File: config.mk
export PLATFORM = sky130hd
export DESIGN_NAME = cnna_mul_share_arb
export DESIGN_NICKNAME = d
export VERILOG_FILES = /design/src/rtl/cnna_mul_share_pkg.sv /design/src/rtl/cnna_mul_mul_5ns_15ns_16_1_1.sv /design/src/rtl/cnna_rr_arb.sv /design/src/rtl/cnna_mul_share_arb.sv
export SDC_FILE = /design/constraint.sdc
export NUM_CORES = 1
export LEC_CHECK = 0
export ABC_AREA = 1
export BUFFER_PORTS_ARGS = -buffer_cell sky130_fd_sc_hd__buf_2
export CAP_MARGIN = 40
export CORE_ASPECT_RATIO = 0.9
export CORE_UTILIZATION = 51
export CTS_CLUSTER_SIZE = 8
export DETAILED_ROUTE_END_ITERATION = 6
export PLACE_DENSITY = 0.79
export SLEW_MARGIN = 20
export SYNTH_ARGS = -nofsm -noshare
export SYNTH_HDL_FRONTEND = slang
export SYNTH_SLANG_ARGS = --single-unit
File: constraint.sdc
create_clock -name ap_clk -period 3.8 [get_ports ap_clk]
set_clock_uncertainty 0.2 [all_clocks]
set_input_delay 0.57 -clock ap_clk [delete_from_list [all_inputs] [get_ports ap_clk]]
set_output_delay 0.57 -clock ap_clk [all_outputs]
set_load 0.02 [all_outputs]
File: src/rtl/cnna_mul_share_pkg.sv
// Shared constants and types for the round-robin multiplier-sharing block.
// The S1 record carries one accepted operand pair through the operand register.
package cnna_mul_share_pkg;

  localparam int CNNA_MS_A_W      = 5;
  localparam int CNNA_MS_B_W      = 15;
  localparam int CNNA_MS_P_W      = 16;
  // Wide enough for any requester count the block supports (up to 8).
  localparam int CNNA_MS_ID_MAX_W = 3;

  typedef logic [CNNA_MS_ID_MAX_W-1:0] cnna_ms_id_t;

  typedef struct packed {
    logic [CNNA_MS_A_W-1:0] a;
    logic [CNNA_MS_B_W-1:0] b;
    cnna_ms_id_t            id;
    logic                   v;
  } cnna_ms_s1_t;

  function automatic int cnna_ms_clog2(input int value);
    int res;
    res = 0;
    for (int v = value - 1; v > 0; v = v >> 1) res++;
    return res;
  endfunction

endpackage

File: src/rtl/cnna_mul_mul_5ns_15ns_16_1_1.sv
// Shared unsigned 5x15 multiplier core with a truncated 16-bit product.
// Single-stage variant: the product is purely combinational on its inputs.
module cnna_mul_mul_5ns_15ns_16_1_1 #(
  parameter int ID         = 1,
  parameter int NUM_STAGE  = 1,
  parameter int din0_WIDTH = 5,
  parameter int din1_WIDTH = 15,
  parameter int dout_WIDTH = 16
) (
  input  logic [din0_WIDTH-1:0] din0,
  input  logic [din1_WIDTH-1:0] din1,
  output logic [dout_WIDTH-1:0] dout
);

  localparam int FULL_W = din0_WIDTH + din1_WIDTH;

  // Only the single-stage, valid-ID configuration exists; anything else outputs zero.
  if (NUM_STAGE == 1 && ID >= 0) begin : g_comb
    assign dout = dout_WIDTH'(FULL_W'(din0) * FULL_W'(din1));
  end else begin : g_none
    assign dout = '0;
  end

endmodule

File: src/rtl/cnna_rr_arb.sv
// Combinational round-robin arbiter: first set request at or above ptr_i, wrapping.
// The pointer itself lives in the parent so it only moves on a real handshake.
module cnna_rr_arb
  import cnna_mul_share_pkg::*;
#(
  parameter  int NUM_REQ = 4,
  localparam int ID_W    = cnna_ms_clog2(NUM_REQ)
) (
  input  logic [NUM_REQ-1:0] req_i,
  input  logic [ID_W-1:0]    ptr_i,
  input  logic               en_i,
  output logic [NUM_REQ-1:0] gnt_o,
  output logic [ID_W-1:0]    idx_o
);

  int              cand;
  logic [ID_W-1:0] cand_idx;
  logic            found;

  always_comb begin
    gnt_o    = '0;
    idx_o    = '0;
    found    = 1'b0;
    cand     = 0;
    cand_idx = '0;
    for (int off = 0; off < NUM_REQ; off++) begin
      cand     = (int'(ptr_i) + off) % NUM_REQ;
      cand_idx = ID_W'(cand);
      if (!found && req_i[cand_idx]) begin
        found = 1'b1;
        idx_o = cand_idx;
      end
    end
    if (en_i && found) gnt_o[idx_o] = 1'b1;
  end

endmodule

File: src/rtl/cnna_mul_share_arb.sv
// Shares one 5x15 multiplier among NUM_REQ requesters with round-robin grant,
// a registered operand stage (S1) and a registered result stage (OUT).
module cnna_mul_share_arb
  import cnna_mul_share_pkg::*;
#(
  parameter  int NUM_REQ = 4,
  parameter  int A_W     = CNNA_MS_A_W,
  parameter  int B_W     = CNNA_MS_B_W,
  parameter  int P_W     = CNNA_MS_P_W,
  localparam int ID_W    = cnna_ms_clog2(NUM_REQ)
) (
  input  logic                   ap_clk,
  input  logic                   ap_rst,
  input  logic [NUM_REQ-1:0]     req_valid,
  output logic [NUM_REQ-1:0]     req_ready,
  input  logic [NUM_REQ*A_W-1:0] req_a,
  input  logic [NUM_REQ*B_W-1:0] req_b,
  output logic                   rsp_valid,
  input  logic                   rsp_ready,
  output logic [ID_W-1:0]        rsp_id,
  output logic [P_W-1:0]         rsp_p
);

  // Handshake: a transfer happens on a rising edge where valid and ready are both
  // high; ready never depends on the same requester's operands, only on pipe space.

  cnna_ms_s1_t        s1_q, s1_d;
  logic [ID_W-1:0]    rr_ptr_q, rr_ptr_d;
  logic               rsp_valid_q, rsp_valid_d;
  logic [P_W-1:0]     rsp_p_q, rsp_p_d;
  logic [ID_W-1:0]    rsp_id_q, rsp_id_d;

  logic               out_free;
  logic               s1_free;
  logic               arb_en;
  logic               hs;
  logic [NUM_REQ-1:0] gnt;
  logic [ID_W-1:0]    gnt_idx;
  logic [P_W-1:0]     mul_p;

  assign out_free = !rsp_valid_q || rsp_ready;
  assign s1_free  = !s1_q.v || out_free;
  assign arb_en   = s1_free && !ap_rst;

  cnna_rr_arb #(
    .NUM_REQ (NUM_REQ)
  ) u_arb (
    .req_i (req_valid),
    .ptr_i (rr_ptr_q),
    .en_i  (arb_en),
    .gnt_o (gnt),
    .idx_o (gnt_idx)
  );

  assign req_ready = gnt;
  assign hs        = |(req_valid & gnt);

  cnna_mul_mul_5ns_15ns_16_1_1 #(
    .ID         (1),
    .NUM_STAGE  (1),
    .din0_WIDTH (A_W),
    .din1_WIDTH (B_W),
    .dout_WIDTH (P_W)
  ) u_mul (
    .din0 (s1_q.a),
    .din1 (s1_q.b),
    .dout (mul_p)
  );

  // Operands are captured only on a handshake, so unselected slices never reach S1.
  always_comb begin
    s1_d        = s1_q;
    rr_ptr_d    = rr_ptr_q;
    rsp_valid_d = rsp_valid_q;
    rsp_p_d     = rsp_p_q;
    rsp_id_d    = rsp_id_q;

    if (hs) begin
      s1_d.a  = req_a[gnt_idx*A_W +: A_W];
      s1_d.b  = req_b[gnt_idx*B_W +: B_W];
      s1_d.id = cnna_ms_id_t'(gnt_idx);
      s1_d.v  = 1'b1;
      if (gnt_idx == ID_W'(NUM_REQ - 1)) rr_ptr_d = '0;
      else                               rr_ptr_d = gnt_idx + 1'b1;
    end else if (s1_free) begin
      s1_d.v = 1'b0;
    end

    if (out_free) begin
      rsp_valid_d = s1_q.v;
      if (s1_q.v) begin
        rsp_p_d  = mul_p;
        rsp_id_d = ID_W'(s1_q.id);
      end
    end
  end

  always_ff @(posedge ap_clk) begin
    if (ap_rst) begin
      s1_q        <= '0;
      rr_ptr_q    <= '0;
      rsp_valid_q <= 1'b0;
      rsp_p_q     <= '0;
      rsp_id_q    <= '0;
    end else begin
      s1_q        <= s1_d;
      rr_ptr_q    <= rr_ptr_d;
      rsp_valid_q <= rsp_valid_d;
      rsp_p_q     <= rsp_p_d;
      rsp_id_q    <= rsp_id_d;
    end
  end

  assign rsp_valid = rsp_valid_q;
  assign rsp_p     = rsp_p_q;
  assign rsp_id    = rsp_id_q;

endmodule

[Yosys cells after proc, flatten, opt, wreduce, memory -nomap -nowiden]
Index checks and enable logic that the tools add are counted.
Storage, ports and cells
  flip-flop bits (word level): 44
  bits in latches: 0
  bits in writable memories: 0
  ROM bits: 0
  logic and storage cells: 64
  memories kept: 0
Cells by class
  add/sub/neg operators: 4
  multipliers: 3
  div/mod/pow operators: 0
  $lt $le $gt $ge: 6
  equal/unequal tests: 1
  shift-type cells: 2
  multiplexer cells: 22
  bitwise logic cells: 1
  reductions and logical operators: 17
Operators with widths (count)
  60-bit by 7-bit variable part select with 15-bit output: 1
  20-bit by 6-bit variable part select with 5-bit output: 1
  5-bit by 15-bit multiplier with 16-bit output: 1
  2-bit by 3-bit less-than comparator with 1-bit output, second input constant: 5
  1-bit 2-to-1 mux: 11
  2-bit 2-to-1 mux: 5
  1-bit binary-select mux with 2-bit select: 4
  1-bit logical AND: 6
  1-bit logical NOT: 6
  2-bit by 4-bit multiplier with 6-bit output, second input constant: 1
  2-bit by 3-bit multiplier with 5-bit output, second input constant: 1
  2-bit by 1-bit adder with 2-bit output, second input constant: 2
  2-bit adder, second input constant: 2
  4-bit AND: 1
  4-bit 2-to-1 mux: 1
  4-bit OR reduction: 1
  1-bit demux with 2-bit select: 1
  2-bit equality test, second input constant: 1
  2-bit by 1-bit greater-or-equal comparator with 1-bit output, second input constant: 1
  1-bit logical OR: 2
  2-bit AND reduction: 1
  2-bit nonzero test: 1

[Depth between registers and ports, before layout]
Gate-level depths: netlist of run 1.
  word-level depth: 20
  depth in mapped cells: 19

[Modules after synthesis]
Synthesis of run 1 repeated with hierarchy kept, for this count alone.
Second synthesis, totals
  cells, all modules: 900
  area, all modules: 5310.1 um^2
By module, submodules not included
  cnna_mul_share_arb: times used 1, cells each 475, area an instance 2746.4 um^2, sequential area each 880.8 um^2
  cnna_mul_mul_5ns_15ns_16_1_1: times used 1, cells each 359, area an instance 2193.4 um^2, sequential area each 0.0 um^2
  cnna_rr_arb: times used 1, cells each 66, area an instance 370.4 um^2, sequential area each 0.0 um^2

[Worst setup path after synthesis of run 1]
OpenSTA, ideal clock, no wires.
  path type: flip-flop to flip-flop
  start: register s1_q[23] (netlist bit)
  end: register rsp_p_q[13], in the netlist rsp_p[13]
  library setup time: 0.116 ns
  arrival: 3.725 ns
  data required time: 3.484 ns
  slack: -0.242 ns
  cell stages (with the launch flop): 18
  buffers on the path: 1
  path through: dfxtp_1 > clkbuf_1 > nand2_1 > fa_1 > fa_1 > fa_1 > inv_1 > ha_1 > a21oi_1 > nand2_1 > a21boi_0 > o21bai_1 > nand3_1 > nand2_1 > nand2_1 > nand3_1 > o211ai_1 > inv_1
On the way
  cells in the longest elaborated chain, start to end: 1
Ends and longest elaborated chain
  from (decl): RTL line cnna_mul_share_arb.sv:27  | cnna_ms_s1_t s1_q, s1_d;
  from (signal assigned): RTL line cnna_mul_share_arb.sv:100  | s1_q <= '0;
  from (signal assigned): RTL line cnna_mul_share_arb.sv:106  | s1_q <= s1_d;
  5-bit by 15-bit multiplier with 16-bit output: RTL line cnna_mul_mul_5ns_15ns_16_1_1.sv:19  | assign dout = dout_WIDTH'(FULL_W'(din0) * FULL_W'(din1));
  to (signal assigned): RTL line cnna_mul_share_arb.sv:109  | rsp_p_q <= rsp_p_d;
  to (decl): RTL line cnna_mul_share_arb.sv:30  | logic [P_W-1:0] rsp_p_q, rsp_p_d;
No other way between the ends.
A chain may end at the register's enable or synchronous reset.

[Worst setup path in the final report of run 1]
  start: register s1_q[21] (netlist bit)
  end: register rsp_p_q[15], in the netlist rsp_p[15]
The elaborated chain is that of the path after synthesis.

==> results of run 1 <==
-- cell families after synthesis --
kind of cell    Yosys count
flops                    44
simple gates            385
xor+xnor                 16
compound gates           71
buf+inv                 199
fa+ha+maj                57
-- stage by stage --
stage                     utilization [%]  cell area (um^2)
final                               65.54              6088
after global routing                65.54              6088
after CTS                           62.83              5837
after detailed placement            61.29              5694
after global placement              61.29              5694
after floorplan                         -              4985
-- registers in the layout, summed over array words and instances (netlist names) --
name / cells
rsp_id: 2
s1_q: 23
rsp_p: 16
rr_ptr_q: 2
rsp_valid: 1
-- layout make-up --
class / instances / share of cell area (%)
well taps: 122 / 2.507
repair buffers: 139 / 12.93
clock buffers: 5 / 1.130
multi-input cells: 529 / 58.01
flip-flops and latches: 44 / 14.69
inverters: 166 / 10.23
clock inverters: 1 / 0.4932
-- how the worst max path moves through the flow --
stage / start / endpoint / slack (ns) / depth (start not counted)
5_1_grt: s1_q[21]$_SDFFE_PP0P_ / rsp_p[15]$_SDFFE_PP0P_ / -0.10 / 14
4_1_cts: s1_q[23]$_SDFFE_PP0P_ / rsp_p[10]$_SDFFE_PP0P_ / 0.001 / 16
3_3_place_gp: s1_q[23]$_SDFFE_PP0P_ / rsp_p[10]$_SDFFE_PP0P_ / 0.005 / 16
2_1_floorplan: s1_q[23]$_SDFFE_PP0P_ / rsp_p[13]$_SDFFE_PP0P_ / 0.05 / 17
6_report: s1_q[21]$_SDFFE_PP0P_ / rsp_p[15]$_SDFFE_PP0P_ / 0.02 / 14
3_5_place_dp: s1_q[23]$_SDFFE_PP0P_ / rsp_p[13]$_SDFFE_PP0P_ / -0.05 / 18
-- Yosys cell counts (all sizes together) --
| cell | count |
|---|---|
| nand2 | 193 |
| inv | 166 |
| nor2 | 83 |
| nand3 | 61 |
| dfxtp | 44 |
| nand3b | 40 |
| o21ai | 40 |
| fa | 35 |
| ha | 22 |
| a21oi | 21 |
| buf | 21 |
| clkbuf | 12 |
| xor2 | 11 |
| nand4 | 7 |
| xnor2 | 5 |
| o211ai | 3 |
| a21boi | 2 |
| a21o | 1 |
| a31oi | 1 |
| nor3 | 1 |
| o21a | 1 |
| o21bai | 1 |
| o31ai | 1 |
-- what timing repair did --
action,CTS,global route
pin swaps,4,39
resized for setup,6,61
hold buffers,0,0
buffers inserted,0,2
endpoints found under the setup margin,3,9
-- worst max-delay path, cell delays in order (launching register included) --
cell and delay [ns]:
dfxtp_4 0.36, buf_6 0.13, nand2_1 0.05, inv_1 0.05
fa_1 0.49, fa_1 0.50, inv_1 0.06, fa_1 0.52
inv_1 0.06, ha_4 0.31, nand4_1 0.18, buf_4 0.20
o31ai_4 0.26, xor2_1 0.19, a21oi_1 0.08
-- power breakdown --
part	internal [mW]	switching, mW	total [mW]
sequential	0.611	0.151	0.762
combinational	0.809	1.36	2.17
clock	0.189	0.168	0.357
total	1.61	1.68	3.29
-- metal layers --
metal  routed length (um)  GRT usage [%]  vias to the layer above
li1                     -              -                     2568
met1                 5571          31.29                     2292
met4                  234          6.944                        0
met5                    0              0                        -
met2                 6189          44.43                      116
met3                  419          2.505                       22
==> summary.txt, run 1 <==
Outcome
  – Result of the run: finished, final reports clean

Finish
  – Fraction of final layout cells sized beyond drive strength 1: ~25%
  – Most common cell after layout, fill and taps aside: nand2_1
  – Area growth, synth to finish: 22.32%
  – Top library cells by usage in the layout, fill and taps aside: 179 x nand2_1, 154 x inv_1, 109 x buf_2
  – Number of diodes added for antenna fixing: 0
  – Register cell area after layout: 894.6 um^2
  – Number of fill cells: 845
  – Area of the multi-input gates: roughly 3500 um^2
  – Final net count: 1029
  – Number of standard cells in the final layout excluding fillers: 1006

Worst setup path
  – Max Fanout on Critical Path: 6
  – FF-to-FF setup slack: about 0.022 ns
  – Arrival time of data at the critical path endpoint: ~3.8 ns
  – Data required time at the worst endpoint: 3.77 ns
  – Depth of the worst register-to-register path: 14
  – RR Startpoint: s1_q[21]$_SDFFE_PP0P_
  – Endpoint of the worst register-to-register path: rsp_p[15]$_SDFFE_PP0P_
  – Startpoint-to-endpoint class of the critical path: reg -> reg
  – Critical path startpoint category: flop
  – Critical Path Sink Type: flop

Global route
  – Via count of the first global-routing pass: 4790
  – First-pass GRT wire length: 20440 um
  – Remaining Overflow, GRT: 0
  – Overall fraction of global-route tracks in use: 24.57%
  – Number of antenna violations at the first check in global routing: 0
  – Pin count of the biggest net entering global routing: 41

Floorplan
  – Die extent in x: 106.1 um
  – Total Die Area: 10160 um^2
  – Area of the core: between 9000 and 10000 um^2
  – Ports: 110
  – Number of placement rows: 33
  – Height of the die: 95.72 um
  – Initial Util: 53.58%

Logic synthesis
  – Simple-gate portion of the synthesized area: 35.57%
  – Gate count after technology mapping: 772
  – Library cells used by synthesis: 31
  – Flop and latch count out of synthesis: 44
  – Syn_nets: 916
  – Post-synthesis instance area: approximately 5000 um^2
  – Xor/xnor share of the synthesized area: 2.815%
  – Area share of the leading cell type in the synthesized netlist: 17.70%
  – Combinational family with the most area after synthesis: simple AND/OR/NAND/NOR gates
  – Number of synthesis warnings: 0
  – Share of synthesized area spent on multiplexers: 0%
  – Portion of the post-synthesis area used by sequential elements: 17.70%
  – Leading post-synthesis cells by cell area: dfxtp_1 18%, fa_1 14%, nand2_1 14%, inv_1 12%, nor2_1 6.1%
  – Average size of a mapped cell: about 6.4 um^2
  – Post-synthesis cell type with the largest combined area: dfxtp_1
  – Adder and majority gate portion of the synthesized area: 19.61%
  – Post-synthesis compound-gate area fraction: 7.617%

Detailed routing
  – Remaining antenna violation count: 0
  – Pre-antenna DRT Iters: 5
  – Vias post-DR: 4998
  – Final wirelength: 12420 um
  – Number of DRC violations after detailed routing: 0
  – Detail-routed via count per cell: 4.968
  – Drt initial violations: 277
  – Average wire per standard cell: 12.34 um

Place
  – Number of buffer cells added on primary ports: 109
  – Detailed-placement wirelength estimate: 9066 um
  – Dpl ws: -0.05491 ns
  – Gpl congestion: slightly above 0.9
  – Number of placed cells counting well taps: 998

Power
  – Power Density: 540.5 nW/um^2
  – Total Power Consumption: 3.291 mW
  – Max rail drop VDD: 0.2926 mV
  – Static power due to leakage: 3.541 nW

Timing
  – RSZ-0062 raised after global routing: true
  – Number of setup violations in the final report: 0
  – Tightest slew margin relative to the limit: 57.33%
  – Number of hold violations in the final report: 0
  – Total negative slack: 0 ns
  – Worst hold slack across all endpoints: 0.2834 ns
  – Final clock period utilization by the worst path: 99.43%
  – Max-slew violations: 0
  – Minimum setup slack in the final design: 0.02171 ns
  – Timing-limited maximum frequency: 0.2647 GHz
  – Slew at the pin closest to its max-slew limit: 0.6394 ns
  – Final critical-path required period: 3.778 ns

Clock tree
  – Inserted Clock Buffers: 5
  – Clk Tree Root Cell: clkbuf_8
  – # clock sinks: 44
  – Buffers from clock root to sink, at most: 2
  – CTS tree: built
  – CTS clock-pin slew for the worst setup and hold paths: 0.09 ns
  – H-tree depth: 2
  – Clock latency of the later-clocked register in the worst-skew pair: roughly 0.31 ns

Hold path
  – Min-Delay Startpoint: rsp_p[1]$_SDFFE_PP0P_
  – Path category of the worst min-delay check: reg -> reg
  – Min-Delay Path Depth: 2
  – Terminating pin of the worst hold path: rsp_p[1]$_SDFFE_PP0P_

Run
  – Count of max-cap constraint violations: 0
(Power assumes the default switching activity.)
==> run 2, diff against run 1 <==
PLACE_DENSITY = 0.78   (was 0.79)
SYNTH_HIERARCHICAL = 1   (was default)
clock period = 3.45 ns   (was 3.8 ns; I/O delays follow)
==> run 2 against run 1 <==
The run now ends with setup timing left. Total power is 24% higher. Via count is 7.2% higher. Critical path depth grew 6. Critical endpoint unchanged. Synthesized cell count rose by 17%. Register-to-register slack worse by 0.19 ns. Largest power group unchanged. Global-route usage about the same.
==> summary.txt, run 2 <==
Floorplan
  – Initial Util: 53.57% (was 53.58%)
  – Total Die Area: 10820 um^2 (was 10160 um^2)
  – Area of the core: 9912 um^2 (was 9290 um^2)
  – Die extent in x: 109.6 um (was 106.1 um)
  – Number of placement rows: 34 (was 33)
  – Height of the die: 98.80 um (was 95.72 um)
  – Ports: 110 (unchanged)

Logic synthesis
  – Post-synthesis cell type with the largest combined area: nand2_1 (was dfxtp_1)
  – Area share of the leading cell type in the synthesized netlist: 20.22% (was 17.70%)
  – Count of flip-flops with a built-in enable after synthesis: 0 (unchanged)
  – Async set-or-reset flop fraction in the synthesized netlist: 0% (unchanged)
  – Leading post-synthesis cells by cell area: nand2_1 20%, dfxtp_1 17%, inv_1 16%, fa_1 13%, nor2_1 7.3% (was dfxtp_1 18%, fa_1 14%, nand2_1 14%, inv_1 12%, nor2_1 6.1%)
  – Library cells used by synthesis: 35 (was 31)
  – Portion of the post-synthesis area used by sequential elements: 16.59% (was 17.70%)
  – Syn_nets: 1041 (was 916)
  – Gate count after technology mapping: 900 (was 772)
  – Top post-synthesis cells by count: 286 x nand2_1, 225 x inv_1, 103 x nor2_1, 64 x nand3_1, 44 x dfxtp_1 (was 183 x nand2_1, 159 x inv_1, 81 x nor2_1, 56 x nand3_1, 44 x dfxtp_1)
  – Main synth FF type: dfxtp_1 (unchanged)
  – Number of synthesis warnings: 6 (was 0)
  – Post-synthesis instance area: 5310 um^2 (was 4977 um^2)
  – Average size of a mapped cell: 5.900 um^2 (was 6.447 um^2)
  – Most instantiated library cell after synthesis: nand2_1 (unchanged)
  – Flop and latch count out of synthesis: 44 (unchanged)

Global route
  – Pin count of the biggest net entering global routing: 46 (was 41)
  – First-pass GRT wire length: 21690 um (was 20440 um)
  – Number of antenna violations at the first check in global routing: 0 (unchanged)
  – Via count of the first global-routing pass: 5121 (was 4790)
  – Remaining Overflow, GRT: 0 (unchanged)
  – Overall fraction of global-route tracks in use: 24.56% (was 24.57%)

Worst setup path
  – Critical Path Sink Type: flop (unchanged)
  – Critical path startpoint category: flop (unchanged)
  – Data required time at the worst endpoint: 3.43 ns (was 3.77 ns)
  – RR Startpoint: s1_q[21]$_SDFFE_PP0P_ (unchanged)
  – FF-to-FF setup slack: -0.16 ns (was 0.02 ns)
  – Depth of the worst register-to-register path: 20 (was 14)
  – Endpoint of the worst register-to-register path: rsp_p[15]$_SDFFE_PP0P_ (unchanged)
  – Startpoint-to-endpoint class of the critical path: reg -> reg (unchanged)
  – Arrival time of data at the critical path endpoint: 3.59 ns (was 3.75 ns)
  – Max Fanout on Critical Path: 6 (unchanged)

Finish
  – Top library cells by usage in the layout, fill and taps aside: 271 x nand2_1, 214 x inv_1, 109 x buf_2 (was 179 x nand2_1, 154 x inv_1, 109 x buf_2)
  – Fraction of final layout cells sized beyond drive strength 1: 25.51% (was 24.66%)
  – Most common cell after layout, fill and taps aside: nand2_1 (unchanged)
  – Number of standard cells in the final layout excluding fillers: 1157 (was 1006)
  – Final Util: 67.43% (was 65.54%)
  – Final net count: 1171 (was 1029)
  – Number of flip-flops in the largest register: 23 (unchanged)
  – Number of diodes added for antenna fixing: 0 (unchanged)
  – Area growth, synth to finish: 25.87% (was 22.32%)
  – Top reg by flops: s1_q (unchanged)

Clock tree
  – CTS tree: built (unchanged)
  – Clock latency of the later-clocked register in the worst-skew pair: 0.28 ns (was 0.31 ns)
  – H-tree depth: 2 (unchanged)
  – CTS clock-pin slew for the worst setup and hold paths: 0.07 ns (was 0.09 ns)
  – Clk Tree Root Cell: clkbuf_16 (was clkbuf_8)
  – Buffers from clock root to sink, at most: 2 (unchanged)
  – Inserted Clock Buffers: 5 (unchanged)
  – # clock sinks: 44 (unchanged)
  – Number of hold buffers added after CTS: 0 (unchanged)

Detailed routing
  – Drt initial violations: 221 (was 277)
  – Vias post-DR: 5356 (was 4998)
  – Pre-antenna DRT Iters: 5 (unchanged)
  – Final wirelength: 12510 um (was 12420 um)
  – Remaining antenna violation count: 0 (unchanged)
  – Average wire per standard cell: 10.81 um (was 12.34 um)
  – Detail-routed via count per cell: 4.629 (was 4.968)
  – Number of DRC violations after detailed routing: 0 (unchanged)

Hold path
  – Min-Delay Startpoint: ap_rst (was rsp_p[1]$_SDFFE_PP0P_)
  – Terminating pin of the worst hold path: rr_ptr_q[0]$_SDFFE_PP0P_ (was rsp_p[1]$_SDFFE_PP0P_)
  – Path category of the worst min-delay check: in -> reg (was reg -> reg)
  – Min-Delay Path Depth: 2 (unchanged)

Timing
  – Max-slew violations: 0 (unchanged)
  – Final clock period utilization by the worst path: 104.7% (was 99.43%)
  – Final critical-path required period: 3.614 ns (was 3.778 ns)
  – Minimum setup slack in the final design: -0.1638 ns (was 0.02171 ns)
  – RSZ-0062 raised after global routing: true (unchanged)
  – Slew at the pin closest to its max-slew limit: 0.7379 ns (was 0.6394 ns)
  – Tightest slew margin relative to the limit: 50.68% (was 57.33%)
  – Worst hold slack across all endpoints: 0.2331 ns (was 0.2834 ns)
  – Number of setup violations in the final report: 10 (was 0)
  – Timing-limited maximum frequency: 0.2767 GHz (was 0.2647 GHz)
  – Number of hold violations in the final report: 0 (unchanged)

Place
  – Gpl congestion: 0.8887 (was 0.9212)
  – Detailed-placement wirelength estimate: 9514 um (was 9066 um)
  – Number of buffer cells added on primary ports: 109 (unchanged)
  – Number of placed cells counting well taps: 1141 (was 998)

Outcome
  – Failing checks: setup timing
  – Result of the run: finished, violations left (was finished, final reports clean)

Power
  – Static power due to leakage: 4.171 nW (was 3.541 nW)
  – Max rail drop VDD: 0.3603 mV (was 0.2926 mV)
  – Power Density: 610.7 nW/um^2 (was 540.5 nW/um^2)

Run
  – Count of max-cap constraint violations: 0 (unchanged)
[run 2: cell types whose count changed after synthesis, moves of 4 or more]
cell      previous run  this run
a21oi_1             21        13
clkbuf_1            12         7
inv_1              159       225
inv_2                7         3
nand2_1            183       286
nand2_2              7        17
nand3_1             56        64
nand3b_1            40         0
nand4_1              7         3
nor2_1              81       103
o21ai_0             25        21
o21ai_1             15         4
xor2_1              11         4
[run 2: area by class of cell]
class	instances	area (um^2)
clock buffers	6	138.9
inverters	231	882.1
multi-input cells	594	3659
fillers	914	3228
flip-flops and latches	44	892.1
repair buffers	154	915.9
well taps	126	157.7
clock inverters	2	38.79
[run 2: how the worst max path moves through the flow]
stage / startpoint / endpoint / cells past startpoint
3_5_place_dp: s1_q[23]$_SDFFE_PP0P_ / rsp_p[13]$_SDFFE_PP0P_ / 13
2_1_floorplan: s1_q[21]$_SDFFE_PP0P_ / rsp_p[11]$_SDFFE_PP0P_ / 20
6_report: s1_q[21]$_SDFFE_PP0P_ / rsp_p[15]$_SDFFE_PP0P_ / 20
3_3_place_gp: s1_q[23]$_SDFFE_PP0P_ / rsp_p[13]$_SDFFE_PP0P_ / 13
5_1_grt: s1_q[21]$_SDFFE_PP0P_ / rsp_p[15]$_SDFFE_PP0P_ / 20
4_1_cts: s1_q[21]$_SDFFE_PP0P_ / rsp_p[15]$_SDFFE_PP0P_ / 18
[run 2: stage by stage]
step	TNS, ns	instance area (um^2)	setup WS [ns]	total power [mW]
finish	-0.9700	6684	-0.1638	4.082
global route	-2.887	6684	-0.3770	4.499
CTS	-0.7328	6619	-0.1322	4.058
detailed placement	-1.517	6232	-0.2046	3.382
global placement	-1.224	6232	-0.2057	3.341
floorplan	-0.005900	5512	-0.005900	2.908
[run 2: critical path, stage by stage (launching register included)]
cell and delay [ns]:
dfxtp_4 0.36, buf_6 0.13, nand2_2 0.05, inv_2 0.04
fa_1 0.48, fa_1 0.53, inv_2 0.06, fa_1 0.51
inv_2 0.04, ha_4 0.23, buf_4 0.14, nand2_1 0.06
nand2_1 0.07, nand3_1 0.09, nand2_1 0.07, a21oi_2 0.10
nand2_1 0.07, nand2_1 0.05, nand2_1 0.05, o21ai_1 0.11
nor2_1 0.05
[run 2: logic make-up (layout without fill, tap and decap cells)]
logic type	count (synthesis)	count (layout)	synth area share [%]
simple gates	486	486	38.74
buf+inv	262	393	20.95
flops	44	44	16.59
fa+ha+maj	54	54	17.67
xor+xnor	7	7	1.155
compound gates	47	47	4.901
[run 2: routing by layer]
metal / vias to the layer above / track usage [%] / wire length [um]
met1: 2357 / 32.02 / 5705
met4: 0 / 5.128 / 157
li1: 2852 / - / -
met3: 14 / 2.116 / 561
met5: - / 0 / 0
met2: 133 / 43.93 / 6084
[run 2: what timing repair did]
action,CTS,global route
resized for setup,51,13
gates cloned,0,0
pin swaps,47,16
endpoints found under the setup margin,11,11
hold endpoints to repair,0,0
buffers inserted,5,3
[run 2: report_power, final]
| part | leakage, nW | internal [mW] | total, mW | switching, mW |
|---|---|---|---|---|
| sequential | 0.363 | 0.677 | 0.845 | 0.168 |
| clock | 0.0871 | 0.363 | 0.573 | 0.210 |
| combinational | 3.72 | 1.04 | 2.66 | 1.62 |
| total | 4.17 | 2.08 | 4.08 | 2.00 |
